### src/rtl/game_pkg.sv
// Shared game constants and FSM encoding.
// Holds the screen geometry, character placement and colours used by both
// DrawCharacter and erase_character, so both blocks address identical sprite
// rectangles. Also holds the IDLE/ERASE/DONE state encoding and a width helper.
package game_pkg;

    // Character placement on the 160x120 VGA canvas
    localparam int NUM_POS    = 4;
    localparam int LANE_WIDTH = 40;
    localparam int X_ORIGIN   = 12;
    localparam int Y_ORIGIN   = 96;
    localparam int SPRITE_W   = 16;
    localparam int SPRITE_H   = 16;

    // Screen limits of the VGA adapter
    localparam int SCREEN_W = 160;
    localparam int SCREEN_H = 120;

    // Colours
    localparam logic [2:0] COLOR_BG   = 3'b000;
    localparam logic [2:0] COLOR_CHAR = 3'b111;

    // FSM state encoding
    typedef logic [1:0] state_t;
    localparam state_t ST_IDLE  = 2'd0;
    localparam state_t ST_ERASE = 2'd1;
    localparam state_t ST_DONE  = 2'd2;

    // Counter width for a range of n values, never less than one bit
    function automatic int clog2_min1(input int n);
        return (n <= 2) ? 1 : $clog2(n);
    endfunction

endpackage

### src/rtl/erase_character_if.sv
// Pixel-writer bus between the game top level and erase_character.
// Handshake: Start is a request; it is accepted on a rising edge where Start=1
// and Busy=0. Busy rises the cycle after accept and stays high through the
// DoneErasing pulse, so a requester simply holds Start until it sees Busy.
// XOut/YOut/Color/Plot form one pixel write per cycle to the VGA adapter and
// are only meaningful while Plot=1. dbg_state exposes the FSM state.
interface erase_character_if;
    import game_pkg::*;

    logic       Start;
    logic [3:0] PrevState;
    logic [7:0] XOut;
    logic [6:0] YOut;
    logic [2:0] Color;
    logic       Plot;
    logic       Busy;
    logic       DoneErasing;
    state_t     dbg_state;

    modport master (
        output Start, PrevState,
        input  XOut, YOut, Color, Plot, Busy, DoneErasing, dbg_state
    );

    modport slave (
        input  Start, PrevState,
        output XOut, YOut, Color, Plot, Busy, DoneErasing, dbg_state
    );

endinterface

### src/rtl/sprite_scan_counter.sv
// Raster counter over a W x H sprite: px runs fastest, py steps when px wraps.
// Ports:
//   clk, rst  - clock, synchronous active-high reset
//   clear     - force (0,0) on the next edge
//   en        - advance to the next pixel
//   px, py    - pixel currently addressed
//   px_nxt,   - the pixel that follows (px,py) in raster order, so a caller
//   py_nxt      can register coordinates one pixel ahead
//   last      - (px,py) is the bottom-right pixel
module sprite_scan_counter
    import game_pkg::*;
#(
    parameter int W = SPRITE_W,
    parameter int H = SPRITE_H,
    localparam int PX_W = clog2_min1(W),
    localparam int PY_W = clog2_min1(H)
) (
    input  logic            clk,
    input  logic            rst,
    input  logic            clear,
    input  logic            en,
    output logic [PX_W-1:0] px,
    output logic [PY_W-1:0] py,
    output logic [PX_W-1:0] px_nxt,
    output logic [PY_W-1:0] py_nxt,
    output logic            last
);

    logic row_end;
    logic col_end;

    always_comb begin
        row_end = (px == PX_W'(W - 1));
        col_end = (py == PY_W'(H - 1));
        last    = row_end && col_end;
        px_nxt  = row_end ? '0 : px + PX_W'(1);
        py_nxt  = py;
        if (row_end) begin
            py_nxt = col_end ? '0 : py + PY_W'(1);
        end
    end

    always_ff @(posedge clk) begin
        if (rst || clear) begin
            px <= '0;
            py <= '0;
        end else if (en) begin
            px <= px_nxt;
            py <= py_nxt;
        end
    end

endmodule

### src/rtl/erase_character.sv
// Overwrites the character sprite at a previous position with background colour.
// On an accepted Start it emits one registered pixel write per cycle in raster
// order, then pulses DoneErasing for one cycle so the top level can sequence
// the draw that follows.
// Ports:
//   CLOCK_50 - system clock, rising edge
//   Reset    - synchronous active-high reset
//   bus      - erase_character_if.slave: Start/PrevState request in,
//              XOut/YOut/Color/Plot pixel writes, Busy, DoneErasing, dbg_state out
module erase_character
    import game_pkg::*;
#(
    parameter int         NUM_POS    = game_pkg::NUM_POS,
    parameter int         LANE_WIDTH = game_pkg::LANE_WIDTH,
    parameter int         X_ORIGIN   = game_pkg::X_ORIGIN,
    parameter int         Y_ORIGIN   = game_pkg::Y_ORIGIN,
    parameter int         SPRITE_W   = game_pkg::SPRITE_W,
    parameter int         SPRITE_H   = game_pkg::SPRITE_H,
    parameter logic [2:0] BG_COLOR   = COLOR_BG
) (
    input  logic              CLOCK_50,
    input  logic              Reset,
    erase_character_if.slave  bus
);

    localparam int PX_W = clog2_min1(SPRITE_W);
    localparam int PY_W = clog2_min1(SPRITE_H);

    state_t          state;
    logic [3:0]      pos;
    logic [7:0]      x_q;
    logic [6:0]      y_q;
    logic            plot_q;

    logic [PX_W-1:0] px, px_nxt, src_px;
    logic [PY_W-1:0] py, py_nxt, src_py;
    logic [3:0]      src_pos;
    logic            cnt_last;
    logic            cnt_clear;
    logic            cnt_en;
    logic            pos_valid;
    logic [8:0]      nx_x;
    logic [7:0]      nx_y;
    logic            nx_inb;

    sprite_scan_counter #(
        .W (SPRITE_W),
        .H (SPRITE_H)
    ) u_scan (
        .clk    (CLOCK_50),
        .rst    (Reset),
        .clear  (cnt_clear),
        .en     (cnt_en),
        .px     (px),
        .py     (py),
        .px_nxt (px_nxt),
        .py_nxt (py_nxt),
        .last   (cnt_last)
    );

    // Output registers are loaded one pixel ahead of the counter: on accept
    // they take pixel (0,0) of the requested position, afterwards the pixel
    // following the one the counter currently holds. This puts the first
    // write in the cycle right after accept with no bubble.
    always_comb begin
        pos_valid = (int'(bus.PrevState) < NUM_POS);
        cnt_clear = (state == ST_IDLE) && bus.Start && pos_valid;
        cnt_en    = (state == ST_ERASE) && !cnt_last;

        if (state == ST_IDLE) begin
            src_pos = bus.PrevState;
            src_px  = '0;
            src_py  = '0;
        end else begin
            src_pos = pos;
            src_px  = px_nxt;
            src_py  = py_nxt;
        end

        // Off-screen pixels are still scanned (latency is fixed) but not plotted
        nx_x   = 9'(X_ORIGIN + int'(src_pos) * LANE_WIDTH + int'(src_px));
        nx_y   = 8'(Y_ORIGIN + int'(src_py));
        nx_inb = (nx_x < 9'(SCREEN_W)) && (nx_y < 8'(SCREEN_H));
    end

    always_ff @(posedge CLOCK_50) begin
        if (Reset) begin
            state  <= ST_IDLE;
            pos    <= '0;
            x_q    <= '0;
            y_q    <= '0;
            plot_q <= 1'b0;
        end else begin
            case (state)
                ST_IDLE: begin
                    plot_q <= 1'b0;
                    if (bus.Start) begin
                        if (pos_valid) begin
                            pos    <= bus.PrevState;
                            x_q    <= nx_x[7:0];
                            y_q    <= nx_y[6:0];
                            plot_q <= nx_inb;
                            state  <= ST_ERASE;
                        end else begin
                            // Nothing to erase; still report completion
                            state <= ST_DONE;
                        end
                    end
                end
                ST_ERASE: begin
                    if (cnt_last) begin
                        plot_q <= 1'b0;
                        state  <= ST_DONE;
                    end else begin
                        x_q    <= nx_x[7:0];
                        y_q    <= nx_y[6:0];
                        plot_q <= nx_inb;
                    end
                end
                ST_DONE: begin
                    plot_q <= 1'b0;
                    state  <= ST_IDLE;
                end
                default: begin
                    plot_q <= 1'b0;
                    state  <= ST_IDLE;
                end
            endcase
        end
    end

    assign bus.XOut        = x_q;
    assign bus.YOut        = y_q;
    assign bus.Color       = BG_COLOR;
    assign bus.Plot        = plot_q;
    assign bus.Busy        = (state != ST_IDLE);
    assign bus.DoneErasing = (state == ST_DONE);
    assign bus.dbg_state   = state;

endmodule

### src/flat_wrapper.sv
// flat-port wrapper written by rule: the top's interface ports become plain ports
module erase_character_flat import game_pkg::*;
#(
    parameter int         NUM_POS    = game_pkg::NUM_POS,
    parameter int         LANE_WIDTH = game_pkg::LANE_WIDTH,
    parameter int         X_ORIGIN   = game_pkg::X_ORIGIN,
    parameter int         Y_ORIGIN   = game_pkg::Y_ORIGIN,
    parameter int         SPRITE_W   = game_pkg::SPRITE_W,
    parameter int         SPRITE_H   = game_pkg::SPRITE_H,
    parameter logic [2:0] BG_COLOR   = COLOR_BG
)
  (CLOCK_50, Reset, bus_Start, bus_PrevState, bus_XOut, bus_YOut, bus_Color, bus_Plot, bus_Busy, bus_DoneErasing, bus_dbg_state);
  erase_character_if bus_i ();
  input  logic CLOCK_50;
  input  logic Reset;
  input wire logic [$bits(bus_i.Start)-1:0] bus_Start;
  input wire logic [$bits(bus_i.PrevState)-1:0] bus_PrevState;
  output wire logic [$bits(bus_i.XOut)-1:0] bus_XOut;
  output wire logic [$bits(bus_i.YOut)-1:0] bus_YOut;
  output wire logic [$bits(bus_i.Color)-1:0] bus_Color;
  output wire logic [$bits(bus_i.Plot)-1:0] bus_Plot;
  output wire logic [$bits(bus_i.Busy)-1:0] bus_Busy;
  output wire logic [$bits(bus_i.DoneErasing)-1:0] bus_DoneErasing;
  output wire logic [$bits(bus_i.dbg_state)-1:0] bus_dbg_state;
  assign bus_i.Start = bus_Start;
  assign bus_i.PrevState = bus_PrevState;
  assign bus_XOut = bus_i.XOut;
  assign bus_YOut = bus_i.YOut;
  assign bus_Color = bus_i.Color;
  assign bus_Plot = bus_i.Plot;
  assign bus_Busy = bus_i.Busy;
  assign bus_DoneErasing = bus_i.DoneErasing;
  assign bus_dbg_state = bus_i.dbg_state;
  erase_character #(.NUM_POS(NUM_POS), .LANE_WIDTH(LANE_WIDTH), .X_ORIGIN(X_ORIGIN), .Y_ORIGIN(Y_ORIGIN), .SPRITE_W(SPRITE_W), .SPRITE_H(SPRITE_H), .BG_COLOR(BG_COLOR)) u_core (.CLOCK_50(CLOCK_50), .Reset(Reset), .bus(bus_i));
endmodule
### config.mk
export PLATFORM = sky130hd
export DESIGN_NAME = erase_character_flat
export DESIGN_NICKNAME = d
export VERILOG_FILES = /design/src/rtl/game_pkg.sv /design/src/rtl/erase_character_if.sv /design/src/rtl/sprite_scan_counter.sv /design/src/rtl/erase_character.sv /design/src/flat_wrapper.sv
export SDC_FILE = /design/constraint.sdc
export NUM_CORES = 1
export LEC_CHECK = 0
export BUFFER_PORTS_ARGS = -buffer_cell sky130_fd_sc_hd__buf_2
export CORE_MARGIN = 10
export CORE_UTILIZATION = 30
export CTS_CLUSTER_SIZE = 8
export DETAILED_ROUTE_END_ITERATION = 10
export GPL_TIMING_DRIVEN = 1
export PLACE_DENSITY = 0.53
export SETUP_SLACK_MARGIN = 0.15
export SLEW_MARGIN = 20
export SYNTH_ARGS = -nofsm -noshare
export SYNTH_HDL_FRONTEND = slang
export SYNTH_SLANG_ARGS = --single-unit
export TNS_END_PERCENT = 5
### constraint.sdc
create_clock -name CLOCK_50 -period 3.8 [get_ports CLOCK_50]
set_input_delay 0.19 -clock CLOCK_50 [delete_from_list [all_inputs] [get_ports CLOCK_50]]
set_output_delay 0.19 -clock CLOCK_50 [all_outputs]
set_load 0.05 [all_outputs]
; ---- Yosys cells after proc, flatten, opt, wreduce, memory -nomap -nowiden
; Index checks and enable logic that the tools add are counted.
[word_totals]
out_inout_bits = 23
inputBits = 7
word_cells = 59
register_bits = 30
[op_classes]
mul = 1
muxes = 22
add_sub_neg = 5
order_cmp = 3
n_reduce_logical = 13
eq_ne = 8
[op_table]
columns = op, count
row1 = $mux 4, 6
row2 = $mux 8, 3
row3 = $mux 7, 3
row4 = $pmux 8 s2, 1
row5 = $pmux 7 s2, 1
row6 = $add 5x9->9 const A, 1
row7 = $add 9x5->9, 1
row8 = $lt 9x8->1 const B, 1
row9 = $add 4x1->4 const B, 2
row10 = $add 7x4->8 const A, 1
row11 = $eq 4x4->1 const B, 2
row12 = $lt 8x7->1 const B, 1
row13 = $mul 4x3->6 const B, 1
row14 = $mux 2, 3
row15 = $logic_and 1x1->1, 5
row16 = $lt 4x3->1 const B, 1
row17 = $ne 2x1->1 const B, 2
row18 = $ne 2x2->1 const B, 2
row19 = $pmux 2 s2, 1
row20 = $reduce_and 4->1, 1
row21 = $reduce_bool 2->1, 2
row22 = $mux 1, 3
row23 = $reduce_and 3->1, 1
row24 = $eq 2x1->1 const B, 1
row25 = other kinds (6), 6

; ---- Logic depth before layout (Yosys ltp)
[logic_depth]
depth_word = 10
depth_mapped = 13
mapped_depth_nobuf = 13

; ---- Cells and area by module
; From an unflattened synthesis, not the netlist that was laid out.
[unflattened]
hier_cells = 171
area_unflattened_um2 = 1556.5
[by_module_without_submodules]
columns = mod, cells_each, seq_area_each_um2, instances, area_each_um2
row1 = erase_character, 108, 400.4, 1, 1062.3
row2 = sprite_scan_counter, 63, 160.2, 1, 494.2

; ---- Worst setup path after synthesis
; No wires, ideal clock.
[synth_path]
path_kind = reg-to-reg
start = register u_core.state[0], in the netlist u_core.bus.dbg_state[0]
end = register u_core.plot_q, in the netlist u_core.bus.Plot
slack_ns = 0.891
arrival_ns = 2.793
setup_time_ns = 0.116
period_less_slack_ns = 2.909
path_stages_with_launch = 10
path_buffers = 0
required_ns = 3.684
cell_sequence = dfxtp_1 > nor2_4 > mux2_2 > ha_1 > ha_1 > inv_1 > fa_1 > nor3_1 > xor3_1 > and4_1
[synth_between]
elab_chain_len = 10
word_cells_on_any_way = 16
cone_classes = add/sub (3) / mul (1) / order compare (2) / eq/ne (1) / mux (7) / reduce/logical (2)
[synth_lines]
columns = item, line
row1 = start: declaration, erase_character.sv:29  ; state_t state;
row2 = start signal: assignment, erase_character.sv:88  ; state <= ST_IDLE;
row3 = start signal: assignment, erase_character.sv:103  ; state <= ST_ERASE;
row4 = start signal: assignment, erase_character.sv:106  ; state <= ST_DONE;
row5 = $logic_not 2->1, "erase_character.sv:70, erase_character.sv:94"
row6 = $mux 4, erase_character.sv:70  ; if (state == ST_IDLE) begin
row7 = $mul 4x3->6, erase_character.sv:81  ; nx_x = 9'(X_ORIGIN + int'(src_pos) * LANE_WIDTH + int'(src_px));
row8 = $add 5x9->9, erase_character.sv:81
row9 = $add 9x5->9, erase_character.sv:81
row10 = $lt 9x8->1, erase_character.sv:83  ; nx_inb = (nx_x < 9'(SCREEN_W)) && (nx_y < 8'(SCREEN_H));
row11 = $logic_and 1x1->1, erase_character.sv:83
row12 = $mux 1, erase_character.sv:98  ; if (pos_valid) begin
row13 = $mux 1, erase_character.sv:97  ; if (bus.Start) begin
row14 = $pmux 1 s2 (*), erase_character.sv:94  ; case (state)
row15 = end signal: assignment, erase_character.sv:102  ; plot_q <= nx_inb;
row16 = end signal: assignment, erase_character.sv:117  ; plot_q <= nx_inb;
row17 = end: declaration, erase_character.sv:33  ; logic plot_q;
; Mark *: on every way between the ends. The rest lies on a longest branch, timed or not.
; A chain may end at the register's enable or synchronous reset.

; ---- Worst setup path in the final report
; Same ends and word-level chain as after synthesis.

==> results by group <==
Status
  • Status: completed

Timing
  • Worst-Margin Slew: 0.709 ns
  • Crit share post-route: 77.6%
  • Slew headroom: 52.7%
  • Final setup viols: 0
  • Fmax: 339 MHz
  • Endpoints failing hold: 0
  • Setup_tns: 0 ns
  • RSZ-0062 raised after global routing: no
  • Max Slew Vio Count: 0
  • Minimum clock period: 2.95 ns
  • Final Skew: 0.00436 ns
  • Hold_ws: 0.157 ns

Logic synthesis
  • Post-synth top cells: 28 x dfxtp_1, 18 x a21oi_1, 17 x nand2_1
  • Synthesized area: 1530 µm²
  • Distinct cell type count of the synthesized netlist: 42
  • Top_reg_cell synth: dfxtp_1
  • Synthesis-stage register bit count: 28
  • Synth area leaders: dfxtp_1 37%, ha_1 6.6%, a21oi_1 5.9%
  • Synth top area share: 36.7%
  • Most numerous cell in the Yosys netlist: dfxtp_1
  • Asr flop ratio synth: 0%
  • Synth Area per Inst: 8.72 µm²
  • Area leader, netlist: dfxtp_1
  • Gate Count Post-Synth: 175
  • YS warnings: 0
  • Sequential area share after synthesis: 36.7%
  • Post-synth EDFFs: 0

Worst setup path
  • Crit path arrival time: 3.13 ns
  • Critical path's slowest cell: fa_1
  • WP data required: 3.98 ns
  • Worst Path Buf+Inv: 1
  • Peak fanout along the critical path: 10
  • Critical path launch point type: flip-flop
  • Family with the most delay on the worst path: adder cells
  • Crit end category: flip-flop
  • Kind of critical path: reg -> reg
  • Most numerous cell on the critical path: ha_1
  • Worst-path cell chain: nor2_4, mux2_2, ha_1, ha_1, inv_1, fa_1, nor3_1, xor3_1, and4_1
  • CP peak stage delay: 0.48 ns

Pwr
  • Peak VDD IR: 147 µV
  • Leakage: 0.737 nW
  • Comb pwr share: 24.9%
  • Switching share of total power: 32.3%
  • Pint: 0.448 mW
  • P per Cell Area: 384 nW/µm²
  • Sequential share of power: 47.0%
  • Sw power: 0.214 mW
  • Clk network pwr share: 28.1%

Detailed routing
  • Drt drc: 0
  • Per-cell routed wire length: 13.7 µm
  • Starting DRC count in detailed routing: 60
  • Detail Route Antenna Nets: 0
  • Pre-antenna DRT Iters: 4
  • Drt total wl: 3.59 mm
  • Routed vias/inst: 4.61
  • Vias after detailed routing: 1204

CTS
  • Clk slew on worst S/H paths: 0.10 ns
  • Root Buffer: clkbuf_8
  • CTS tree: yes
  • Num CTS Buffers: 3
  • Clk sinks: 28
  • H-tree Lvls: 1
  • Worst skew pair latency: 0.28 ns
  • CTS resizes: 0
  • Postcts setup bufs: 0
  • Quantity of hold-fixing buffers added after cts: 0
  • Clock buffer depth: 2

Die
  • Die width: 91.3 µm
  • Core area: 4820 µm²
  • Initial Utilization: 31.7%
  • Die ar.: 8340 µm²
  • Chip Height: 91.3 µm
  • Io pins: 30
  • Rows: 25

Place
  • Hpwl dp: 2.68 mm
  • Number of I/O port buffers: 25
  • GPL Wtd Cong: 0.838

Global route
  • Initial antenna violation count: 0
  • First-pass GRT wire length: 6.00 mm
  • Total GRT Usage: 8.68%
  • Vias in the first global route: 1194
  • Pin count of the biggest net entering global routing: 19
  • Grt ovf: 0

Job
  • Max-cap viol count: 0

Finish
  • ANT cells: 0
  • Area growth from synthesis to layout: 13.0%
  • Sequential cell area: 561 µm²
  • Fill count: 530
  • Multi-input logic area: 860 µm²
  • Layout cells sized above 1: 21.1%
  • Final Net Count: 212

Hold path
  • Hold Path Class: in -> reg
## tightest hold or removal path, cell delays in order
cell     delay [ns]
buf_2          0.11
nand2_1        0.05
a21oi_1        0.05
## layout by cell type (no fill, tap or decap), types with 3 or more instances in the layout
master	count
nand2_1	17
buf_2	25
and2b_2	3
ha_1	8
nand2b_1	3
inv_1	11
nor3_1	6
nor2_1	8
a211oi_1	3
xnor2_1	6
conb_1	4
o21ai_0	6
xor2_1	3
a21oi_1	18
nand3_1	12
clkbuf_8	4
dfxtp_1	28
## cells by family (layout without fill, tap and decap cells)
family | after synthesis | count (layout) | share of synthesized area, %
xor gates and xnor gates | 10 | 10 | 6.72
AOI/OAI and AO/OA | 36 | 36 | 14.5
adders and majority gates | 10 | 10 | 9.18
DFF | 28 | 28 | 36.7
and+or+nand+nor | 61 | 61 | 21.1
buffers and inverters | 24 | 40 | 7.70
muxes | 5 | 5 | 3.77
other | 1 | 4 | 0.246
## layer usage
metal | global-route usage [%] | routed length [µm] | share of wire [%] | up-vias
met2 | 14.4 | 1700 | 47 | 18
met4 | 3.13 | 36 | 1.0 | 0
li1 | - | - | - | 632
met3 | 1.98 | 133 | 3.7 | 4
met1 | 10.7 | 1720 | 48 | 550
met5 | 0 | 0 | 0 | -
## area by class of cell
cell class / count / area share [%]
Sequential cell: 28 / 32.5
Inverter: 11 / 2.39
Tap cell: 67 / 4.86
Clock buffer: 4 / 3.19
Timing Repair Buffer: 25 / 7.25
Multi-Input combinational cell: 126 / 49.8
## per-stage QoR
step	power (mW)	worst slack [ns]	cells	instance area [µm²]	utilization [%]
floorplan	0.453	0.891	178	1540	-
global route	0.695	0.737	261	1730	35.8
CTS	0.670	0.861	261	1730	35.8
detailed placement	0.484	0.876	257	1670	34.7
finish	0.662	0.852	261	1730	35.8
global placement	0.485	0.857	257	1670	34.7
## power by group through the flow
stage	Sequential, mW	Clock (mW)	Combinational, mW
3_5_place_dp	0.318	0	0.166
6_report	0.311	0.186	0.165
4_1_cts	0.311	0.192	0.167
3_3_place_gp	0.318	0	0.167
5_1_grt	0.313	0.203	0.180
2_1_floorplan	0.349	0	0.105
## state kept, by name (all words and copies together) (netlist names)
register	cells
u_core.bus.YOut	5
u_core.u_scan.px	4
u_core.bus.XOut	8
u_core.bus.dbg_state	2
u_core.bus.Plot	1
u_core.u_scan.py	4
u_core.pos	4
## path summary, 6_finish.rpt
path | from | endpoint | slack, ns | cells after the start
worst min register to register | u_core.pos[3] | u_core.pos[3] | 0.43 | 2
worst min-delay path | bus_PrevState[0] | u_core.pos[0] | 0.16 | 3
worst max-delay path | u_core.bus.dbg_state[0] | u_core.bus.Plot | 0.85 | 9
worst max register to register | u_core.bus.dbg_state[0] | u_core.bus.Plot | 0.85 | 9
(Power assumes the default switching activity.)
